`src/rtl/sdram_wb_cache_if.sv`:
```
// Classic Wishbone bus bundle shared by the CPU-side and SDRAM-side links of the cache.
interface sdram_wb_cache_if #(
    parameter int ADR_W = 25
);
    logic             cyc;
    logic             stb;
    logic             we;
    logic [3:0]       sel;
    logic [ADR_W-1:0] adr;
    logic [31:0]      dat_w;   // master -> slave write data
    logic [31:0]      dat_r;   // slave -> master read data
    logic             ack;

    modport master (
        output cyc, stb, we, sel, adr, dat_w,
        input  dat_r, ack
    );

    modport slave (
        input  cyc, stb, we, sel, adr, dat_w,
        output dat_r, ack
    );
endinterface

```
`src/rtl/sdram_wb_cache.sv`:
```
// Direct-mapped, write-through, one-word-per-line read cache between a CPU Wishbone
// master and an SDRAM Wishbone controller, with full invalidate and hit/miss counters.
module sdram_wb_cache #(
    parameter int LINES = 64,
    parameter int ADR_W = 25
) (
    input  logic                 wb_clk_i,
    input  logic                 wb_rst_ni,
    sdram_wb_cache_if.slave      s,
    sdram_wb_cache_if.master     m,
    input  logic                 inv_i,
    output logic                 busy_o,
    output logic [15:0]          hit_cnt_o,
    output logic [15:0]          miss_cnt_o
);
    localparam int IDX_W = $clog2(LINES);
    localparam int TAG_W = ADR_W - 2 - IDX_W;

    typedef enum logic [2:0] {INVAL, IDLE, CHECK, MREAD, MWRITE} state_t;

    // Byte-lane merge of a partial write into an existing line
    function automatic logic [31:0] merge_bytes(input logic [31:0] old_w,
                                                input logic [31:0] new_w,
                                                input logic [3:0]  sel);
        logic [31:0] res;
        for (int b = 0; b < 4; b++)
            res[8*b +: 8] = sel[b] ? new_w[8*b +: 8] : old_w[8*b +: 8];
        return res;
    endfunction

    state_t             state_q, state_d;
    logic [IDX_W-1:0]   sweep_q, sweep_d;
    logic               inv_pend_q, inv_pend_d;
    logic               abort_q, abort_d;
    logic [ADR_W-3:0]   word_q, word_d;
    logic [31:0]        dat_q, dat_d;
    logic [3:0]         sel_q, sel_d;
    logic               we_q, we_d;
    logic               hit_q, hit_d;
    logic               s_ack_q, s_ack_d;
    logic [31:0]        s_dat_q, s_dat_d;
    logic               m_req_q, m_req_d;
    logic               m_we_q, m_we_d;
    logic [15:0]        hit_cnt_q, hit_cnt_d;
    logic [15:0]        miss_cnt_q, miss_cnt_d;

    logic [31:0]        data_mem [LINES];
    logic [TAG_W-1:0]   tag_mem  [LINES];
    logic [LINES-1:0]   valid_q;
    logic [31:0]        rd_data_q;
    logic [TAG_W-1:0]   rd_tag_q;

    logic               accept;
    logic               tag_hit;
    logic               rd_en;
    logic               mem_we;
    logic [31:0]        mem_wdata;
    logic               valid_set;
    logic               valid_clr;
    logic [IDX_W-1:0]   idx_q;
    logic [TAG_W-1:0]   tag_q;
    logic [IDX_W-1:0]   rd_idx;

    assign idx_q   = word_q[IDX_W-1:0];
    assign tag_q   = word_q[ADR_W-3:IDX_W];
    assign rd_idx  = s.adr[IDX_W+1:2];
    assign accept  = s.cyc & s.stb & ~s_ack_q;
    assign tag_hit = valid_q[idx_q] & (rd_tag_q == tag_q);

    // Next-state and datapath control for the cache controller
    always_comb begin
        // NOTE: every signal gets a default first so no path leaves it unassigned (no latches).
        state_d    = state_q;
        sweep_d    = sweep_q;
        inv_pend_d = inv_pend_q;
        abort_d    = abort_q;
        word_d     = word_q;
        dat_d      = dat_q;
        sel_d      = sel_q;
        we_d       = we_q;
        hit_d      = hit_q;
        s_ack_d    = 1'b0;
        s_dat_d    = s_dat_q;
        m_req_d    = m_req_q;
        m_we_d     = m_we_q;
        hit_cnt_d  = hit_cnt_q;
        miss_cnt_d = miss_cnt_q;
        rd_en      = 1'b0;
        mem_we     = 1'b0;
        mem_wdata  = m.dat_r;
        valid_set  = 1'b0;
        valid_clr  = 1'b0;

        // Invalidate requests arriving mid-transaction wait for the return to IDLE
        if (inv_i && state_q != IDLE && state_q != INVAL)
            inv_pend_d = 1'b1;

        case (state_q)
            INVAL: begin
                valid_clr = 1'b1;
                if (inv_i) begin
                    sweep_d = '0;
                end else if (sweep_q == IDX_W'(LINES - 1)) begin
                    sweep_d = '0;
                    state_d = IDLE;
                end else begin
                    sweep_d = sweep_q + 1'b1;
                end
            end
            IDLE: begin
                if (inv_i || inv_pend_q) begin
                    inv_pend_d = 1'b0;
                    sweep_d    = '0;
                    state_d    = INVAL;
                end else if (accept) begin
                    word_d  = s.adr[ADR_W-1:2];
                    dat_d   = s.dat_w;
                    sel_d   = s.sel;
                    we_d    = s.we;
                    abort_d = 1'b0;
                    rd_en   = 1'b1;
                    state_d = CHECK;
                end
            end
            CHECK: begin
                hit_d = tag_hit;
                if (we_q) begin
                    m_req_d = 1'b1;
                    m_we_d  = 1'b1;
                    state_d = MWRITE;
                end else if (tag_hit) begin
                    s_dat_d   = rd_data_q;
                    s_ack_d   = s.cyc;
                    hit_cnt_d = hit_cnt_q + 16'd1;
                    state_d   = IDLE;
                end else begin
                    miss_cnt_d = miss_cnt_q + 16'd1;
                    m_req_d    = 1'b1;
                    m_we_d     = 1'b0;
                    state_d    = MREAD;
                end
            end
            MREAD: begin
                if (!s.cyc) abort_d = 1'b1;
                if (m.ack) begin
                    m_req_d   = 1'b0;
                    mem_we    = 1'b1;
                    mem_wdata = m.dat_r;
                    valid_set = 1'b1;
                    s_dat_d   = m.dat_r;
                    s_ack_d   = ~abort_q & s.cyc;
                    state_d   = IDLE;
                end
            end
            MWRITE: begin
                if (!s.cyc) abort_d = 1'b1;
                if (m.ack) begin
                    m_req_d = 1'b0;
                    m_we_d  = 1'b0;
                    s_ack_d = ~abort_q & s.cyc;
                    if (hit_q) begin
                        mem_we    = 1'b1;
                        mem_wdata = merge_bytes(rd_data_q, dat_q, sel_q);
                    end else if (sel_q == 4'hF) begin
                        mem_we    = 1'b1;
                        mem_wdata = dat_q;
                        valid_set = 1'b1;
                    end
                    state_d = IDLE;
                end
            end
            default: state_d = INVAL;
        endcase
    end

    // Controller state and registered bus outputs
    always_ff @(posedge wb_clk_i or negedge wb_rst_ni) begin
        if (!wb_rst_ni) begin
            state_q    <= INVAL;
            sweep_q    <= '0;
            inv_pend_q <= 1'b0;
            abort_q    <= 1'b0;
            word_q     <= '0;
            dat_q      <= '0;
            sel_q      <= '0;
            we_q       <= 1'b0;
            hit_q      <= 1'b0;
            s_ack_q    <= 1'b0;
            s_dat_q    <= '0;
            m_req_q    <= 1'b0;
            m_we_q     <= 1'b0;
            hit_cnt_q  <= '0;
            miss_cnt_q <= '0;
        end else begin
            // NOTE: non-blocking assignments so every register samples pre-edge values.
            state_q    <= state_d;
            sweep_q    <= sweep_d;
            inv_pend_q <= inv_pend_d;
            abort_q    <= abort_d;
            word_q     <= word_d;
            dat_q      <= dat_d;
            sel_q      <= sel_d;
            we_q       <= we_d;
            hit_q      <= hit_d;
            s_ack_q    <= s_ack_d;
            s_dat_q    <= s_dat_d;
            m_req_q    <= m_req_d;
            m_we_q     <= m_we_d;
            hit_cnt_q  <= hit_cnt_d;
            miss_cnt_q <= miss_cnt_d;
        end
    end

    // Line storage: synchronous read at request acceptance, write on fill or merge
    // NOTE: the arrays have no reset so they map onto block RAM; validity lives in valid_q.
    always_ff @(posedge wb_clk_i) begin
        if (mem_we) begin
            data_mem[idx_q] <= mem_wdata;
            tag_mem[idx_q]  <= tag_q;
        end
        if (rd_en) begin
            rd_data_q <= data_mem[rd_idx];
            rd_tag_q  <= tag_mem[rd_idx];
        end
    end

    // Valid bits: cleared only by the invalidate sweep, set by fills and allocating writes
    always_ff @(posedge wb_clk_i) begin
        if (valid_clr)
            valid_q[sweep_q] <= 1'b0;
        else if (valid_set)
            valid_q[idx_q] <= 1'b1;
    end

    assign s.ack      = s_ack_q;
    assign s.dat_r    = s_dat_q;
    assign m.cyc      = m_req_q;
    assign m.stb      = m_req_q;
    assign m.we       = m_we_q;
    assign m.sel      = m_we_q ? sel_q : 4'hF;
    assign m.adr      = {word_q, 2'b00};
    assign m.dat_w    = dat_q;
    assign busy_o     = (state_q == INVAL);
    assign hit_cnt_o  = hit_cnt_q;
    assign miss_cnt_o = miss_cnt_q;

endmodule

```
`src/flat_wrapper.sv`:
```
// flat-port wrapper written by rule: the top's interface ports become plain ports
module sdram_wb_cache_flat 
#(
    parameter int LINES = 64,
    parameter int ADR_W = 25
)
  (wb_clk_i, wb_rst_ni, inv_i, busy_o, hit_cnt_o, miss_cnt_o, s_cyc, s_stb, s_we, s_sel, s_adr, s_dat_w, s_dat_r, s_ack, m_cyc, m_stb, m_we, m_sel, m_adr, m_dat_w, m_dat_r, m_ack);
  sdram_wb_cache_if #(.ADR_W(ADR_W)) s_i ();
  sdram_wb_cache_if #(.ADR_W(ADR_W)) m_i ();
  input  logic wb_clk_i;
  input  logic wb_rst_ni;
  input  logic inv_i;
  output logic busy_o;
  output logic [15:0] hit_cnt_o;
  output logic [15:0] miss_cnt_o;
  input wire logic [$bits(s_i.cyc)-1:0] s_cyc;
  input wire logic [$bits(s_i.stb)-1:0] s_stb;
  input wire logic [$bits(s_i.we)-1:0] s_we;
  input wire logic [$bits(s_i.sel)-1:0] s_sel;
  input wire logic [$bits(s_i.adr)-1:0] s_adr;
  input wire logic [$bits(s_i.dat_w)-1:0] s_dat_w;
  output wire logic [$bits(s_i.dat_r)-1:0] s_dat_r;
  output wire logic [$bits(s_i.ack)-1:0] s_ack;
  output wire logic [$bits(m_i.cyc)-1:0] m_cyc;
  output wire logic [$bits(m_i.stb)-1:0] m_stb;
  output wire logic [$bits(m_i.we)-1:0] m_we;
  output wire logic [$bits(m_i.sel)-1:0] m_sel;
  output wire logic [$bits(m_i.adr)-1:0] m_adr;
  output wire logic [$bits(m_i.dat_w)-1:0] m_dat_w;
  input wire logic [$bits(m_i.dat_r)-1:0] m_dat_r;
  input wire logic [$bits(m_i.ack)-1:0] m_ack;
  assign s_i.cyc = s_cyc;
  assign s_i.stb = s_stb;
  assign s_i.we = s_we;
  assign s_i.sel = s_sel;
  assign s_i.adr = s_adr;
  assign s_i.dat_w = s_dat_w;
  assign s_dat_r = s_i.dat_r;
  assign s_ack = s_i.ack;
  assign m_cyc = m_i.cyc;
  assign m_stb = m_i.stb;
  assign m_we = m_i.we;
  assign m_sel = m_i.sel;
  assign m_adr = m_i.adr;
  assign m_dat_w = m_i.dat_w;
  assign m_i.dat_r = m_dat_r;
  assign m_i.ack = m_ack;
  sdram_wb_cache #(.LINES(LINES), .ADR_W(ADR_W)) u_core (.wb_clk_i(wb_clk_i), .wb_rst_ni(wb_rst_ni), .s(s_i), .m(m_i), .inv_i(inv_i), .busy_o(busy_o), .hit_cnt_o(hit_cnt_o), .miss_cnt_o(miss_cnt_o));
endmodule
```
`config.mk`:
```
export PLATFORM = sky130hd
export DESIGN_NAME = sdram_wb_cache_flat
export DESIGN_NICKNAME = d
export VERILOG_FILES = /design/src/rtl/sdram_wb_cache_if.sv /design/src/rtl/sdram_wb_cache.sv /design/src/flat_wrapper.sv
export SDC_FILE = /design/constraint.sdc
export NUM_CORES = 2
export LEC_CHECK = 0
export CORE_MARGIN = 2
export CORE_UTILIZATION = 68
export CTS_CLUSTER_DIAMETER = 40
export DETAILED_ROUTE_END_ITERATION = 10
export DONT_BUFFER_PORTS = 1
export GPL_ROUTABILITY_DRIVEN = 0
export PLACE_DENSITY_LB_ADDON = 0.05
export SETUP_SLACK_MARGIN = 0.02
export SLEW_MARGIN = 20
export SYNTH_ARGS = -nofsm -noshare
export SYNTH_HDL_FRONTEND = slang
export SYNTH_SLANG_ARGS = --single-unit
```
`constraint.sdc`:
```
create_clock -name wb_clk_i -period 9.9 [get_ports wb_clk_i]
set_clock_uncertainty 0.05 [all_clocks]
set_input_delay 1.98 -clock wb_clk_i [delete_from_list [all_inputs] [get_ports wb_clk_i]]
set_output_delay 1.98 -clock wb_clk_i [all_outputs]
set_load 0.02 [all_outputs]
```
[After elaboration in Yosys (flattened, before gate mapping)]
Memories as Yosys holds them, arrays and structs flattened. A register that Yosys moved wholly into a read port is not among the register bits.
Index checks and enable logic that the tools add are counted.
Word-level totals
  memories: 2
  input bits: 100
  register bits after elaboration: 203
  output and inout bits: 130
  logic and storage cells: 146
  bits in writable memories: 3136
Memories
  u_core.data_mem: depth 64, bits a word 32, read ports 1, clocked after Yosys merged registers in 1, wr ports 1, line sdram_wb_cache.sv:47  | logic [31:0] data_mem [LINES];
  u_core.tag_mem: depth 64, bits a word 17, read ports 1, clocked after Yosys merged registers in 1, wr ports 1, line sdram_wb_cache.sv:48  | logic [TAG_W-1:0] tag_mem [LINES];
Cells by class
  muxes and demuxes: 65
  add/sub/neg operators: 3
  equal/unequal tests: 21
  $lt $le $gt $ge: 4
  bitwise gates (word level): 12
  reductions and logical operators: 23
Operator list (number)
  32-bit two-way mux: 7
  64-bit two-way mux: 2
  64-bit bitwise AND: 1
  64-bit NOT: 1
  64-bit bitwise OR: 1
  32-bit case mux with 2 select lines: 1
  16-bit by 1-bit adder with 16-bit output, second input constant: 2
  8-bit two-way mux: 4
  1-bit two-way mux: 29
  3-bit two-way mux: 6
  6-bit two-way mux: 3
  17-bit equality test: 1
  3-bit AND reduction: 5
  6-bit by 7-bit less-than comparator with 1-bit output, second input constant: 2
  1-bit demux with 6-bit select: 2
  6-bit by 1-bit greater-or-equal comparator with 1-bit output, second input constant: 2
  2-bit != test, second input constant: 6
  1-bit case mux with 2 select lines: 6
  3-bit case mux with 4 select lines: 1
  6-bit case mux with 2 select lines: 1
  4-bit AND reduction: 3
  2-bit nonzero test: 6
  2-bit by 1-bit != test with 1-bit output, second input constant: 5
  6-bit by 1-bit adder with 6-bit output, second input constant: 1
  18 further kinds: 30

[Logic depth before layout (Yosys ltp)]
  depth after elaboration: 7
  depth in mapped cells: 11
  depth with buffers taken out: 7

[Worst setup path after synthesis]
Ideal clock, no wire load.
  path type: input to register
  start point: input port m_ack
  end point: register u_core.valid_q[0], enable pin
  data required time: 9347 ps
  path buffers: 0
  library setup time: 503 ps
  stages on the path: 2
  arrival: 5120 ps
  slack: 4227 ps
  path through: inv_1 -> o211ai_1
On the way
  longest elaborated chain between the ends: 3
  elaborated cells on any way between the ends: 4
  classes of those cells: mux: 3; reduce/logical: 1
RTL lines
  start, declared: line flat_wrapper.sv:31  | input wire logic [$bits(m_i.ack)-1:0] m_ack;
  1-bit two-way mux (on tied branches): line sdram_wb_cache.sv:157, sdram_wb_cache.sv:145
  1-bit case mux with 2 select lines (*): line sdram_wb_cache.sv:98  | case (state_q)
  2-bit nonzero test (no line) (*)
  end signal, assigned by index: line sdram_wb_cache.sv:230  | valid_q[sweep_q] <= 1'b0;
  end signal, assigned by index: line sdram_wb_cache.sv:232  | valid_q[idx_q] <= 1'b1;
  end, declared: line sdram_wb_cache.sv:49  | logic [LINES-1:0] valid_q;
Mark *: on every way between the ends. The rest lies on a longest branch, timed or not.
A chain may end at the register's enable or synchronous reset.

==> results summary <==
The flow ran to the end, and the final reports show no timing, DRC or antenna violations. The data arrival time of the critical path came out at 6.34 ns. The via count of the first global-routing pass was 66600.

The switching part of the total came out at 25.1%. The post-route netlist has 31.9% of its cells at a drive strength greater than 1. The number of vias per cell after detailed routing came out at 7.60. Leaving out fill and tap cells, the most frequent cells in the layout are edfxtp_1, mux4_2, clkbuf_16, nand2_1. The count of cells resized by post-cts repair came out at 0. The number of buffers inserted for hold repair after clock tree synthesis is 0. The global-route wire length before repair is 510 mm. In this run, synthesis produced a sequential element count of 3388. The largest single stage delay on the critical path is 0.73 ns. The number of antenna violations at the first check in global routing came out at 24. For the final routed database, the setup TNS stands at 0 ns. The fraction of power consumed by the clock network came out at 42.6%.

The switching power came out at 0.00895 W. From left edge to right edge, the die measures 442 µm. The register area is 101000 µm². Static timing analysis puts the maximum clock frequency at 0.175 GHz. The number of cells in the finished layout apart from fillers came out at 8729. Clock latency on the worst-skew pair, taken at its later pin, is 0.99 ns.

Setup repair after global routing left no endpoint under its margin. The average detailed-routed wire length per instance is 42.5 µm. Fill cells in the final layout number 8760. The worst endpoint required time is 10.52 ns. In this run the most critical hold path is launched from u_core.abort_q. The half-perimeter wire length of the detailed placement result came out at 171 mm. The number of slew-limit violations in the final report is 0. The maximum clock path buffer count came out at 4. The max capacitance violation total came out at 0. The amount of wire on met3 after detailed routing is 44.9 mm. The cell area reported after detailed placement came out at 134000 µm². The total count of hold-check failures in the final report came out at 0. The overall via count from detail_route is 66300. The largest delay contributor family on the critical path is buffers and inverters. The full die area came out at 196000 µm². The critical path runs through a total of 6 cells. The worst min-delay path category is reg -> reg.

Synthesis produced a netlist whose cell count is 5617. The kind of end point of the critical path is a flop. The first element of the critical path is s_adr[2]. In this run the cell area of the synthesized design comes to 131000 µm². The remaining max-slew budget at the tightest pin is 17.4%. The floorplan has 160 rows. The synthesized design contains 3249 enable-type register cells. Setup violations remaining at the end of the flow were counted as 0. In this run the top signal layer used is met5. Sequential elements use 77.4% of the synthesized area. In the routed design, unresolved DRC markers number 0.

The detailed router put a total of 121 mm of wire on met1. The final net count is 5990. The worst vdd rail ir drop is 0.248 mV. The cell area power density came out at 240 nW/µm².

The hold-critical path depth is 2. The sequential power share is 49.0%. The clock-pin slew on the worst setup and hold paths is 0.06 ns.

The number of buffers added on ports came out at 0. The library cell used most frequently in the layout, excluding fill and tap cells, is edfxtp_1. The maximum level of the CTS H-tree came out at 5. The kind of critical path is in -> reg. For the pin with the worst max-slew slack, the measured transition is 1.24 ns. The boundary pin count came out at 230. The share of total power dissipated in combinational logic is 8.4%. The sum of buffers and inverters on the critical path is 3. In the synthesized netlist the dominant register cell turns out to be edfxtp_1. The number of distinct standard cells referenced by the synthesized netlist came out at 59. The residual overflow from global routing is 0. Once detail routing completed, the nets flagged for antenna violations numbered 0. The total core area came out at 190000 µm². The average instance area after synthesis is 23.2 µm². The number of violations reported at the end of detailed-routing iteration 0 came out at 11400. The internal power of the cells came out at 0.0266 W. The area growth from synthesis to layout is 13.5%. Once the floorplan was initialized, standard cells occupied 68.6% of the core. TritonCTS built the clock tree. The overall fraction of global-route tracks in use is 37.8%. The die is 442 µm tall. The slowest stage of the critical path is the buf_16 cell. The multi-input logic area is 28700 µm². The number of placed instances with taps included is 7974. The wire length reported by the detailed router is 371 mm. The synthesis warning total came out at 0. The pin count of the biggest net entering global routing came out at 786. Once the clock tree was built, the setup fixing pass inserted 0 buffers.

The static leakage came out at 47.4 nW. Dividing the final minimum period by the clock period gives 57.7%. In this run the worst path has a maximum fanout of 138.

The number of clock buffers added by TritonCTS is 405. The number of cells traversed by the worst register-to-register path is 7. The summed area of non-filler cells in the final layout is 148000 µm².

The signal on the critical path passes through buf_16, buf_16, buf_16, mux4_2, mux4_2, mux4_2. The worst setup path is launched from a primary input. The number of clock sinks seen by CTS is 3388.

After detailed routing, the met2 layer carries 182 mm of wire. The number of detailed-route iterations in the first pass came out at 9. The minimum clock period after layout is 5.71 ns.

The beginning of the worst register-to-register path is u_core.state_q[1]. The buffer cell driving the clock tree root is clkbuf_16. For this run, asynchronously set or reset flops after synthesis account for 4.10%.
==> logic make-up after synthesis <==
group	share of synthesized area, %
AOI/OAI and AO/OA	0.993
xor gates and xnor gates	0.315
other	0.00287
DFF	77.4
and+or+nand+nor	1.82
muxes	18.4
buffers and inverters	1.06
adders and majority gates	0.0288
==> state kept, by name, indices dropped and copies added, names as in the netlist, 3 cells and up <==
signal             flops
u_core.sweep_q         6
u_core.valid_q        64
u_core.rd_tag_q       17
u_core.miss_cnt_o     16
u_core.sel_q           4
u_core.data_mem     2048
u_core.rd_data_q      32
u_core.state_q         3
u_core.word_q         23
u_core.m.dat_w        32
u_core.hit_cnt_o      16
u_core.s.dat_r        32
u_core.tag_mem      1088
==> per-stage QoR <==
step                      hold slack [ns]  utilization (%)  setup WS (ns)  total power, W
after floorplan                     0.394                -           4.23          0.0193
after global placement              0.411             70.4           3.90          0.0203
after detailed placement            0.421             70.5           3.85          0.0204
after CTS                           0.436             77.6           4.67          0.0354
after global routing                0.474             77.9           3.97          0.0363
final                               0.443             77.9           4.19          0.0356
==> synth_stat cells, drive strengths merged, types with 2 or more instances <==
library cell | count | area (µm²)
a21oi | 135 | 679
a222oi | 32 | 320
a22oi | 13 | 97.6
a31oi | 2 | 12.5
and2 | 8 | 50.1
and3 | 11 | 68.8
and3b | 3 | 26.3
buf | 93 | 488
clkbuf | 200 | 751
dfrtp | 139 | 3480
edfxtp | 3249 | 97600
ha | 3 | 37.5
inv | 36 | 135
mux2 | 39 | 552
mux2i | 25 | 250
mux4 | 1031 | 23200
nand2 | 331 | 1240
nand2b | 11 | 68.8
nand3 | 18 | 90.1
nand4 | 18 | 113
nor2 | 96 | 360
nor2b | 5 | 31.3
nor3 | 14 | 105
nor3b | 8 | 60.1
nor4 | 8 | 68.8
nor4b | 3 | 32.5
o211ai | 2 | 15.0
o21a | 2 | 15.0
o21ai | 16 | 91.3
o31ai | 2 | 15.0
or3 | 4 | 25.0
xnor2 | 21 | 184
xor2 | 26 | 228
==> final cells by class <==
type / instances / area share (%)
Antenna cell: 5 / 0.00844
Clock buffer: 475 / 7.20
Clock inverter: 258 / 1.98
Inverter: 37 / 0.0996
Multi-Input combinational cell: 1900 / 19.4
Sequential cell: 3388 / 68.2
Tap cell: 2511 / 2.12
Timing Repair Buffer: 155 / 1.05
==> worst min-delay path: stages (launching register included) <==
cell and delay, ns:
dfrtp_1 0.34, nand2_1 0.05, o21ai_0 0.07
==> routing by layer <==
layer / track usage (%) / up-vias
li1: - / 24500
met1: 51.1 / 34800
met2: 59.6 / 5903
met3: 8.34 / 1117
met4: 19.1 / 18
met5: 0 / -
==> power groups by stage <==
stage / clock (W) / sequential (W) / combinational [W]
final: 0.0152 / 0.0174 / 0.00298
after detailed placement: 0 / 0.0177 / 0.00268
after global placement: 0 / 0.0177 / 0.00258
after floorplan: 0 / 0.0178 / 0.00152
after global routing: 0.0157 / 0.0175 / 0.00312
after CTS: 0.0152 / 0.0174 / 0.00275
==> worst paths after layout <==
check / end / slack [ns]
worst min register to register: u_core.abort_q / 0.44
worst max register to register: u_core.data_mem[40][0] / 5.18
worst max-delay path: u_core.rd_data_q[4] / 4.19
max in group asynchronous: u_core.word_q[21] / 8.85
min in group asynchronous: u_core.word_q[18] / 0.68
worst min-delay path: u_core.abort_q / 0.44
Note: power is estimated with default switching activity, not from simulation.
